File: config.mk
export PLATFORM = sky130hd
export DESIGN_NAME = pry2oht_rr_arb
export DESIGN_NICKNAME = d
export VERILOG_FILES = /design/src/rtl/pry2oht_pkg.sv /design/src/rtl/pry2oht_bck_tree.sv /design/src/rtl/pry2oht_rr_arb.sv
export SDC_FILE = /design/constraint.sdc
export NUM_CORES = 1
export LEC_CHECK = 0
export ABC_AREA = 1
export BUFFER_PORTS_ARGS = -buffer_cell sky130_fd_sc_hd__buf_2
export CAP_MARGIN = 15
export CELL_PAD_IN_SITES_DETAIL_PLACEMENT = 1
export CELL_PAD_IN_SITES_GLOBAL_PLACEMENT = 1
export CORE_MARGIN = 4
export CORE_UTILIZATION = 35
export DETAILED_ROUTE_END_ITERATION = 10
export PLACE_DENSITY_LB_ADDON = 0.1
export SYNTH_ARGS = -nofsm -noshare
export SYNTH_HDL_FRONTEND = slang
export SYNTH_SLANG_ARGS = --single-unit
export TNS_END_PERCENT = 5
File: constraint.sdc
create_clock -name clk -period 2.25 [get_ports clk]
set_clock_uncertainty 0.05 [all_clocks]
set_input_delay 0.1125 -clock clk [delete_from_list [all_inputs] [get_ports clk]]
set_output_delay 0.1125 -clock clk [all_outputs]
set_load 0.005 [all_outputs]
File: src/rtl/pry2oht_pkg.sv
// Shared constants and helpers for the priority-to-one-hot arbiter family.
// Search-direction names and the grant index width are defined here.
package pry2oht_pkg;

    localparam string DIR_LSB = "LSB";
    localparam string DIR_MSB = "MSB";

    // Floor of 1 keeps a single-requester build from producing a zero-width index port.
    function automatic int idx_w(input int w);
        return (w > 1) ? $clog2(w) : 1;
    endfunction

endpackage

File: src/rtl/pry2oht_bck_tree.sv
// Recursive priority tree: picks the first set request in search order and returns it one-hot.
// Each node splits its input into SPLIT equal branches; leaves resolve at most SPLIT bits.
module pry2oht_bck_tree
    import pry2oht_pkg::*;
#(
    parameter int    WIDTH          = 32,
    parameter int    SPLIT          = 2,
    parameter string DIRECTION      = "LSB",
    parameter int    IMPLEMENTATION = 0
) (
    input  logic [WIDTH-1:0] req,
    output logic             vld,
    output logic [WIDTH-1:0] oht
);

    localparam bit MSB_FIRST = (DIRECTION == DIR_MSB);

    assign vld = |req;

    if (WIDTH <= SPLIT) begin : g_leaf
        if (IMPLEMENTATION == 0) begin : g_loop
            // Walk against search order so the last hit written is the highest-priority one.
            always_comb begin
                oht = '0;
                for (int i = 0; i < WIDTH; i++) begin
                    int p;
                    p = MSB_FIRST ? i : (WIDTH - 1 - i);
                    if (req[p]) begin
                        oht    = '0;
                        oht[p] = 1'b1;
                    end
                end
            end
        end else begin : g_isolate
            // Two's-complement lowest-set-bit isolation, mirrored for descending search.
            logic [WIDTH-1:0] rr, ro;
            always_comb begin
                rr = '0;
                for (int i = 0; i < WIDTH; i++)
                    rr[i] = MSB_FIRST ? req[WIDTH-1-i] : req[i];
                ro  = rr & (~rr + 1'b1);
                oht = '0;
                for (int i = 0; i < WIDTH; i++)
                    oht[i] = MSB_FIRST ? ro[WIDTH-1-i] : ro[i];
            end
        end
    end else begin : g_node
        localparam int SUB = WIDTH / SPLIT;

        logic [SPLIT-1:0]          c_vld;
        logic [SPLIT-1:0]          c_sel;
        logic [SPLIT-1:0][SUB-1:0] c_oht;

        for (genvar g = 0; g < SPLIT; g++) begin : g_br
            pry2oht_bck_tree #(
                .WIDTH         (SUB),
                .SPLIT         (SPLIT),
                .DIRECTION     (DIRECTION),
                .IMPLEMENTATION(IMPLEMENTATION)
            ) u_br (
                .req(req[g*SUB +: SUB]),
                .vld(c_vld[g]),
                .oht(c_oht[g])
            );
            assign oht[g*SUB +: SUB] = c_sel[g] ? c_oht[g] : '0;
        end

        always_comb begin
            c_sel = '0;
            for (int i = 0; i < SPLIT; i++) begin
                int p;
                p = MSB_FIRST ? i : (SPLIT - 1 - i);
                if (c_vld[p]) begin
                    c_sel    = '0;
                    c_sel[p] = 1'b1;
                end
            end
        end
    end

endmodule

File: src/rtl/pry2oht_rr_arb.sv
// Round-robin arbiter with a registered one-hot/binary grant and valid/ready handshake.
// The mask of the just-transferred grant is applied in the same cycle, so back-to-back grants have no bubble.
module pry2oht_rr_arb
    import pry2oht_pkg::*;
#(
    parameter int    WIDTH          = 32,
    parameter int    SPLIT          = 2,
    parameter string DIRECTION      = "LSB",
    parameter int    IMPLEMENTATION = 0,
    localparam int   IW             = idx_w(WIDTH)
) (
    input  logic             clk,
    input  logic             rst_n,
    input  logic [WIDTH-1:0] req,
    output logic             gnt_vld,
    input  logic             gnt_rdy,
    output logic [WIDTH-1:0] gnt_oht,
    output logic [IW-1:0]    gnt_idx,
    output logic [WIDTH-1:0] msk
);

    localparam bit MSB_FIRST = (DIRECTION == DIR_MSB);

    logic             xfr, arb;
    logic [WIDTH-1:0] msk_post, msk_nxt, req_m;
    logic             m_vld, u_vld;
    logic [WIDTH-1:0] m_oht, u_oht, win;
    logic [IW-1:0]    win_idx;

    assign xfr = gnt_vld & gnt_rdy;
    assign arb = ~gnt_vld | xfr;

    // Requesters strictly past the current grant in search order; empty after the last index.
    always_comb begin
        msk_post = '0;
        for (int i = 0; i < WIDTH; i++)
            msk_post[i] = MSB_FIRST ? (i < int'(gnt_idx)) : (i > int'(gnt_idx));
    end

    assign msk_nxt = xfr ? msk_post : msk;
    assign req_m   = req & msk_nxt;

    pry2oht_bck_tree #(
        .WIDTH(WIDTH), .SPLIT(SPLIT), .DIRECTION(DIRECTION), .IMPLEMENTATION(IMPLEMENTATION)
    ) u_tree_m (
        .req(req_m), .vld(m_vld), .oht(m_oht)
    );

    pry2oht_bck_tree #(
        .WIDTH(WIDTH), .SPLIT(SPLIT), .DIRECTION(DIRECTION), .IMPLEMENTATION(IMPLEMENTATION)
    ) u_tree_u (
        .req(req), .vld(u_vld), .oht(u_oht)
    );

    assign win = m_vld ? m_oht : u_oht;

    always_comb begin
        win_idx = '0;
        for (int i = 0; i < WIDTH; i++)
            if (win[i]) win_idx = win_idx | IW'(i);
    end

    always_ff @(posedge clk or negedge rst_n) begin
        if (!rst_n) begin
            gnt_vld <= 1'b0;
            gnt_oht <= '0;
            gnt_idx <= '0;
            msk     <= '1;
        end else begin
            if (xfr) msk <= msk_post;
            if (arb) begin
                gnt_vld <= u_vld;
                gnt_oht <= u_vld ? win : '0;
                if (u_vld) gnt_idx <= win_idx;
            end
        end
    end

endmodule

== After elaboration in Yosys (flattened, before gate mapping) ==
Index checks and enable logic that the tools add are counted.
Word-level totals
  register bits after elaboration: 70
Operators by class
  bitwise logic cells: 4
  eq/ne operators: 1
  reduce and logical (&&, ||, !) cells: 63
  mux-type cells: 220
  magnitude comparators: 31
Operators by type and width (number)
  two-way mux 2 bit: 158
  two-way mux 32 bit: 3
  two-way mux 4 bit: 24
  two-way mux 5 bit: 18
  > comparator 5 bit, first input constant: 16
  two-way mux 16 bit: 4
  two-way mux 8 bit: 8
  OR reduction 16 bit: 4
  OR reduction 2 bit: 32
  OR reduction 32 bit: 2
  OR reduction 4 bit: 16
  OR reduction 8 bit: 8
  > comparator 4 x 5 -> 1 bit, first input constant: 8
  bitwise AND 32 bit: 1
  > comparator 3 x 5 -> 1 bit, first input constant: 4
  two-way mux 3 bit: 4
  > comparator 2 x 5 -> 1 bit, first input constant: 2
  > comparator 1 x 5 -> 1 bit, first input constant: 1
  inequality test 2 x 1 -> 1 bit, second input constant: 1
  AND reduction 2 bit: 1
  bitwise AND 1 bit: 1
  two-way mux 1 bit: 1
  NOT 1 bit: 1
  bitwise OR 1 bit: 1

== Longest topological paths before layout ==
  word-level depth: 44
  gate-level depth with buffers: 21
  mapped depth without buffers: 19

== By module ==
From an unflattened synthesis, not the netlist that was laid out.
Second synthesis, totals
  cell total of the unflattened synthesis: 1562
  area total of the unflattened synthesis: 8161.6 sq um
Modules (own cells, without submodules)
  pry2oht_rr_arb: area each 3809.9 sq um, cells an instance 502, times used 1, sequential area each 1791.7 sq um
  pry2oht_bck_tree at u_tree_m.g_node.g_br[0].u_br.g_node.g_br[0].u_br ...: area each 126.4 sq um, cells an instance 33, times used 8, sequential area each 0.0 sq um
  pry2oht_bck_tree at u_tree_m ...: area each 494.2 sq um, cells an instance 114, times used 2, sequential area each 0.0 sq um
  pry2oht_bck_tree at u_tree_m.g_node.g_br[0].u_br.g_node.g_br[0].u_br.g_node.g_br[0].u_br ...: area each 51.3 sq um, cells an instance 13, times used 16, sequential area each 0.0 sq um
  pry2oht_bck_tree at u_tree_m.g_node.g_br[0].u_br ...: area each 202.7 sq um, cells an instance 50, times used 4, sequential area each 0.0 sq um
  pry2oht_bck_tree at u_tree_m.g_node.g_br[0].u_br.g_node.g_br[0].u_br.g_node.g_br[0].u_br.g_node.g_br[0].u_br ...: area each 22.5 sq um, cells an instance 5, times used 32, sequential area each 0.0 sq um

== Least setup slack after synthesis ==
No wires, ideal clock.
  kind: reg2reg
  from: register gnt_idx[4]
  to: register gnt_idx[3]
  arrival time: 2070 ps
  clock period less this slack: 2237 ps
  stages on the path, launching flop included: 20
  setup time: 118 ps
  path slack: 13 ps
  path through: dfrtp_1 buf_2 nor2_1 nand2_2 o21ai_2 nand2_1 nand2_1 nor2_4 nand2_4 nor2_4 buf_6 buf_6 nand3_1 nand2_1 nor2_1 nand2_1 nor2_1 nand2_1 nand2_1 nand2_1
On the way
  elaborated cells on any way between the ends: 129
  those cells by class: 31 x order compare; 78 x mux; 1 x bitwise; 19 x reduce/logical
RTL lines
  start, declared: RTL line pry2oht_rr_arb.sv:18  | output logic [IW-1:0] gnt_idx,
  start signal, assigned: RTL line pry2oht_rr_arb.sv:74  | if (u_vld) gnt_idx <= win_idx;
  > comparator 2 x 5 -> 1 bit (*): RTL line pry2oht_rr_arb.sv:37  | msk_post[i] = MSB_FIRST ? (i < int'(gnt_idx)) : (i > int'(gnt_idx));
  two-way mux 32 bit (*)
  via msk_nxt[3]: RTL line pry2oht_rr_arb.sv:25  | logic [WIDTH-1:0] msk_post, msk_nxt, req_m;
  bitwise AND 32 bit (*): RTL line pry2oht_rr_arb.sv:41  | assign req_m = req & msk_nxt;
  OR reduction 8 bit: RTL line pry2oht_bck_tree.sv:18  | assign vld = |req;
  two-way mux 2 bit: RTL line pry2oht_bck_tree.sv:73  | if (c_vld[p]) begin
  two-way mux 8 bit: RTL line pry2oht_bck_tree.sv:65  | assign oht[g*SUB +: SUB] = c_sel[g] ? c_oht[g] : '0;
  two-way mux 16 bit: RTL line pry2oht_bck_tree.sv:65
  two-way mux 32 bit (*): RTL line pry2oht_rr_arb.sv:55  | assign win = m_vld ? m_oht : u_oht;
  two-way mux 4 bit (8 in series): RTL line pry2oht_rr_arb.sv:60  | if (win[i]) win_idx = win_idx | IW'(i);
  two-way mux 5 bit (15 in series): RTL line pry2oht_rr_arb.sv:60
  two-way mux 5 bit (*): RTL line pry2oht_rr_arb.sv:60
  two-way mux 5 bit (*): RTL line pry2oht_rr_arb.sv:74
  two-way mux 5 bit (*): RTL line pry2oht_rr_arb.sv:71  | if (arb) begin
The timed path passes the listed nets; every way through them passes the cells marked *. The select of a mux whose other input is x is not followed.
A chain may end at the register's enable or synchronous reset.

== Final worst setup path ==
  from: register gnt_idx[2]
  to: register gnt_idx[4]
On the way
  cells in the longest elaborated chain, start to end: 28
  elaborated cells on any way between the ends: 116
  those cells by class: 31 x order compare; 67 x mux; 1 x bitwise; 17 x reduce/logical
RTL lines (RTL line)
  > comparator 5 bit: pry2oht_rr_arb.sv:37
  two-way mux 32 bit (*)
  bitwise AND 32 bit (*): pry2oht_rr_arb.sv:41
  OR reduction 2 bit: pry2oht_bck_tree.sv:18
  two-way mux 2 bit: pry2oht_bck_tree.sv:73
  two-way mux 2 bit: pry2oht_bck_tree.sv:65
  two-way mux 4 bit: pry2oht_bck_tree.sv:65
  two-way mux 8 bit: pry2oht_bck_tree.sv:65
  two-way mux 16 bit: pry2oht_bck_tree.sv:65
  two-way mux 32 bit (*): pry2oht_rr_arb.sv:55
  two-way mux 5 bit (15 in series): pry2oht_rr_arb.sv:60
  two-way mux 5 bit (*): pry2oht_rr_arb.sv:60
  two-way mux 5 bit (*): pry2oht_rr_arb.sv:74
  two-way mux 5 bit (*): pry2oht_rr_arb.sv:71
Mark *: on every way between the ends. The rest lies on a longest branch, timed or not. The select of a mux whose other input is x is not followed.

==> out/qor.csv <==
stage,metric,value,unit
power_and_ir_drop,power_density,733,nW/um2
floorplanning,start_util,35.9,%
synthesis,syn_avg_cell_area,6.48,um2
setup_path,crit_type,flop to flop,
synthesis,synth_nets,772,
synthesis,ys_ff_latch,70,
cells_and_area,finish.net_count,1006,
setup_path,rrSetupSlack,-0.30,ns
synthesis,synth-main-ff-cell,dfrtp_1,
setup_path,endpoint,gnt_idx[4]$_DFFE_PN0P_,
floorplanning,rows,42,
timing,tightest_slew,0.528,ns
floorplanning,dieArea,15600,um2
grt,antenna_found_initial,0,
synthesis,synth.yosys.seq_area_share,37.5,%
clocking,clock_latency,0.34,ns
setup_path,cp.arrival,2.78,ns
synthesis,syn_area,4780,um2
timing,finalMaxSlewViolations,0,
setup_path,critPathCaptureType,flop,
grt,grt_pass1_wl,32.5,mm
cells_and_area,antenna_cells,0,
timing,finalSetupViolCount,36,
cells_and_area,fin_cells,1152,
cells_and_area,seq_area,1800,um2
grt,grt_overflow,0,
timing,setup_slack,-0.304,ns
setup_path,reg2reg_from,gnt_idx[2]$_DFFE_PN0P_,
drt,viasPerCell,4.90,
synthesis,synth_cell_type_count,37,
floorplanning,die_h,125,um
timing,finalSetupTns,-4.55,ns
synthesis,synth-edff-count,0,
status,status,"finished, violations left",
clocking,cts_tree,done,
power_and_ir_drop,p_leak,3.95,nW
timing,finalCritPeriodShare,114,%
grt,grt_pass1_vias,6241,
timing,timing.slew.headroom,64.8,%
floorplanning,ioPinCount,105,
cells_and_area,drive_above_1_share,39.0,%
min_path,hold_class,primary input to flop,
placement,gp_congestion,0.943,
drt,wl_per_cell,17.2,um
clocking,h-tree-depth,3,
setup_path,crit_start,gnt_idx[2]$_DFFE_PN0P_,
timing,hold_viol,0,
placement,dp_hpwl,15.6,mm
power_and_ir_drop,power,0.00514,W
setup_path,r2r_cells,17,
placement,port_buffers,104,
synthesis,yosys_warnings,0,
drt,postRouteAntennaNets,0,
setup_path,worstPathRequired,2.48,ns
setup_path,rr_endpoint,gnt_idx[4]$_DFFE_PN0P_,
drt,dr.first_iter.drc_count,274,
synthesis,async_reset_ff_share,100,%
clocking,cts_root_buf,clkbuf_16,
clocking,cts_buffers,9,
timing,max_freq,0.391,GHz
job,drv_cap,0,
floorplanning,coreArea,13300,um2
status,violations,negative setup slack,
setup_path,cp_max_fo,8,
floorplanning,die_w,125,um
cells_and_area,multi_input_area,2770,um2
min_path,hold_path_depth,4,
clocking,cts_sinks,70,
clocking,path_clk_slew,0.06,ns
timing,fin_crit,2.55,ns
placement,dpl_cell_area,6370,um2
grt,track_usage,26.1,%
clocking,clockBufferDepth,2,
placement,post-place-cells,1126,
cells_and_area,syn_to_final_growth,46.8,%
drt,num_vias,5649,
timing,rsz0062_at_grt,yes,
drt,drt_pass1_iterations,4,
power_and_ir_drop,ir_worst_vdd,0.000611,V
cells_and_area,nFillCells,1811,
drt,routed_wl,19.9,mm
setup_path,start_kind,flop,
cells_and_area,stdcell_area,7010,um2
synthesis,synthCells,737,
drt,drc,0,
grt,grt_max_degree,37,
cell families after synthesis:
logic type | count (synthesis) | share of synthesized area, %
compound gates | 23 | 3.22
buf+inv | 88 | 8.54
flops | 70 | 37.5
simple gates | 556 | 50.7
cell type report:
cell class,instances,area share [%]
Sequential cell,70,25.6
Clock inverter,2,0.232
Multi-Input combinational cell,581,39.5
Tap cell,176,3.14
Clock buffer,14,4.52
Timing Repair Buffer,243,23.3
Inverter,66,3.71
registers in the layout (all words and copies together), names as in the netlist:
name     cells
gnt_idx      5
gnt_oht     32
gnt_vld      1
msk         32
Yosys cell counts (2+ instances only):
master      n  area, um2
nand2_2    11       68.8
o21ai_2     2       17.5
nor2_4      5       56.3
inv_1      61        229
and2_1      9       56.3
dfstp_2    32        841
inv_2       2       7.51
nor2_8      2       40.0
o21a_1      3       22.5
o21ai_1     3       15.0
or2_2       2       12.5
buf_2       7       35.0
inv_4       2       12.5
o21ai_0     3       15.0
nand2_4     2       22.5
nor2_1    116        435
nand4_1     6       37.5
nand2_1   287       1080
dfrtp_1    38        951
nor3b_1     6       45.0
buf_6       8       90.1
a21boi_0    3       22.5
nand3_1    88        440
clkbuf_1    6       22.5
nor4_1      3       18.8
nor2_2      6       37.5
nor3_1      6       30.0
or2_1       5       31.3
a21oi_1     5       25.0
cells in the final DEF, fill, tap and decap left out, types with 15 or more instances in the layout:
cell and n:
buf_2 104, buf_4 130, nand2_2 37, nor2_2 15, nand3_1 84, dfrtp_1 33
dfstp_2 32, nand2_1 259, inv_1 60, nor2_1 103
report_power, final:
| part | switching, W | total (W) | internal, W |
|---|---|---|---|
| clock network | 0.000596 | 0.00157 | 0.000977 |
| registers | 0.000146 | 0.00164 | 0.00149 |
| logic | 0.00107 | 0.00193 | 0.000857 |
metrics by stage:
stage	setup slack, ns	utilization (%)	hold slack, ns
4_1_cts	-0.278	52.4	0.143
5_1_grt	-0.525	52.7	0.175
6_report	-0.304	52.7	0.153
2_1_floorplan	0.0125	-	-0.233
3_3_place_gp	-0.532	47.9	0.0595
3_5_place_dp	-0.505	47.9	0.0729
routing by layer:
layer / vias to the layer above / routed length [um] / global-route usage (%)
met5: - / 0 / 0
met4: 0 / 604 / 8.99
met3: 37 / 760 / 4.85
met2: 132 / 9990 / 46.5
met1: 2721 / 8500 / 31.5
li1: 2759 / - / -
worst min-delay path by stage:
stage / start / endpoint / slack, ns
after floorplan: rst_n / gnt_idx[0]$_DFFE_PN0P_ / -0.23
after global placement: rst_n / gnt_oht[28]$_DFFE_PN0N_ / 0.06
after detailed placement: rst_n / gnt_oht[28]$_DFFE_PN0N_ / 0.07
after CTS: req[0] / gnt_oht[0]$_DFFE_PN0N_ / 0.14
after global routing: req[0] / gnt_oht[0]$_DFFE_PN0N_ / 0.18
final: req[0] / gnt_oht[0]$_DFFE_PN0N_ / 0.15
worst max-delay path, stage by stage, from the launching register on:
cell,delay [ns]
dfrtp_2,0.46
buf_4,0.20
nand2_1,0.06
nand3_1,0.18
nand2_1,0.10
nand3_1,0.08
nand2_1,0.07
nor2_1,0.19
nand2_4,0.15
nor2_4,0.29
nand3_1,0.13
nand2_2,0.14
nor2_1,0.07
nand2_1,0.10
nor2_1,0.05
nand2_1,0.05
nand2_1,0.04
nand2_1,0.05
repair_timing:
| item | in CTS | in global routing |
|---|---|---|
| setup buffers | 7 | 0 |
| pin swaps | 9 | 4 |
| hold buffers | 1 | 0 |
| gates cloned | 2 | 0 |
| endpoints found under the hold margin | 13 | 0 |
| setup endpoints to repair | 37 | 37 |
| resized for setup | 50 | 17 |
No activity file was read; power rests on OpenSTA's default activity.
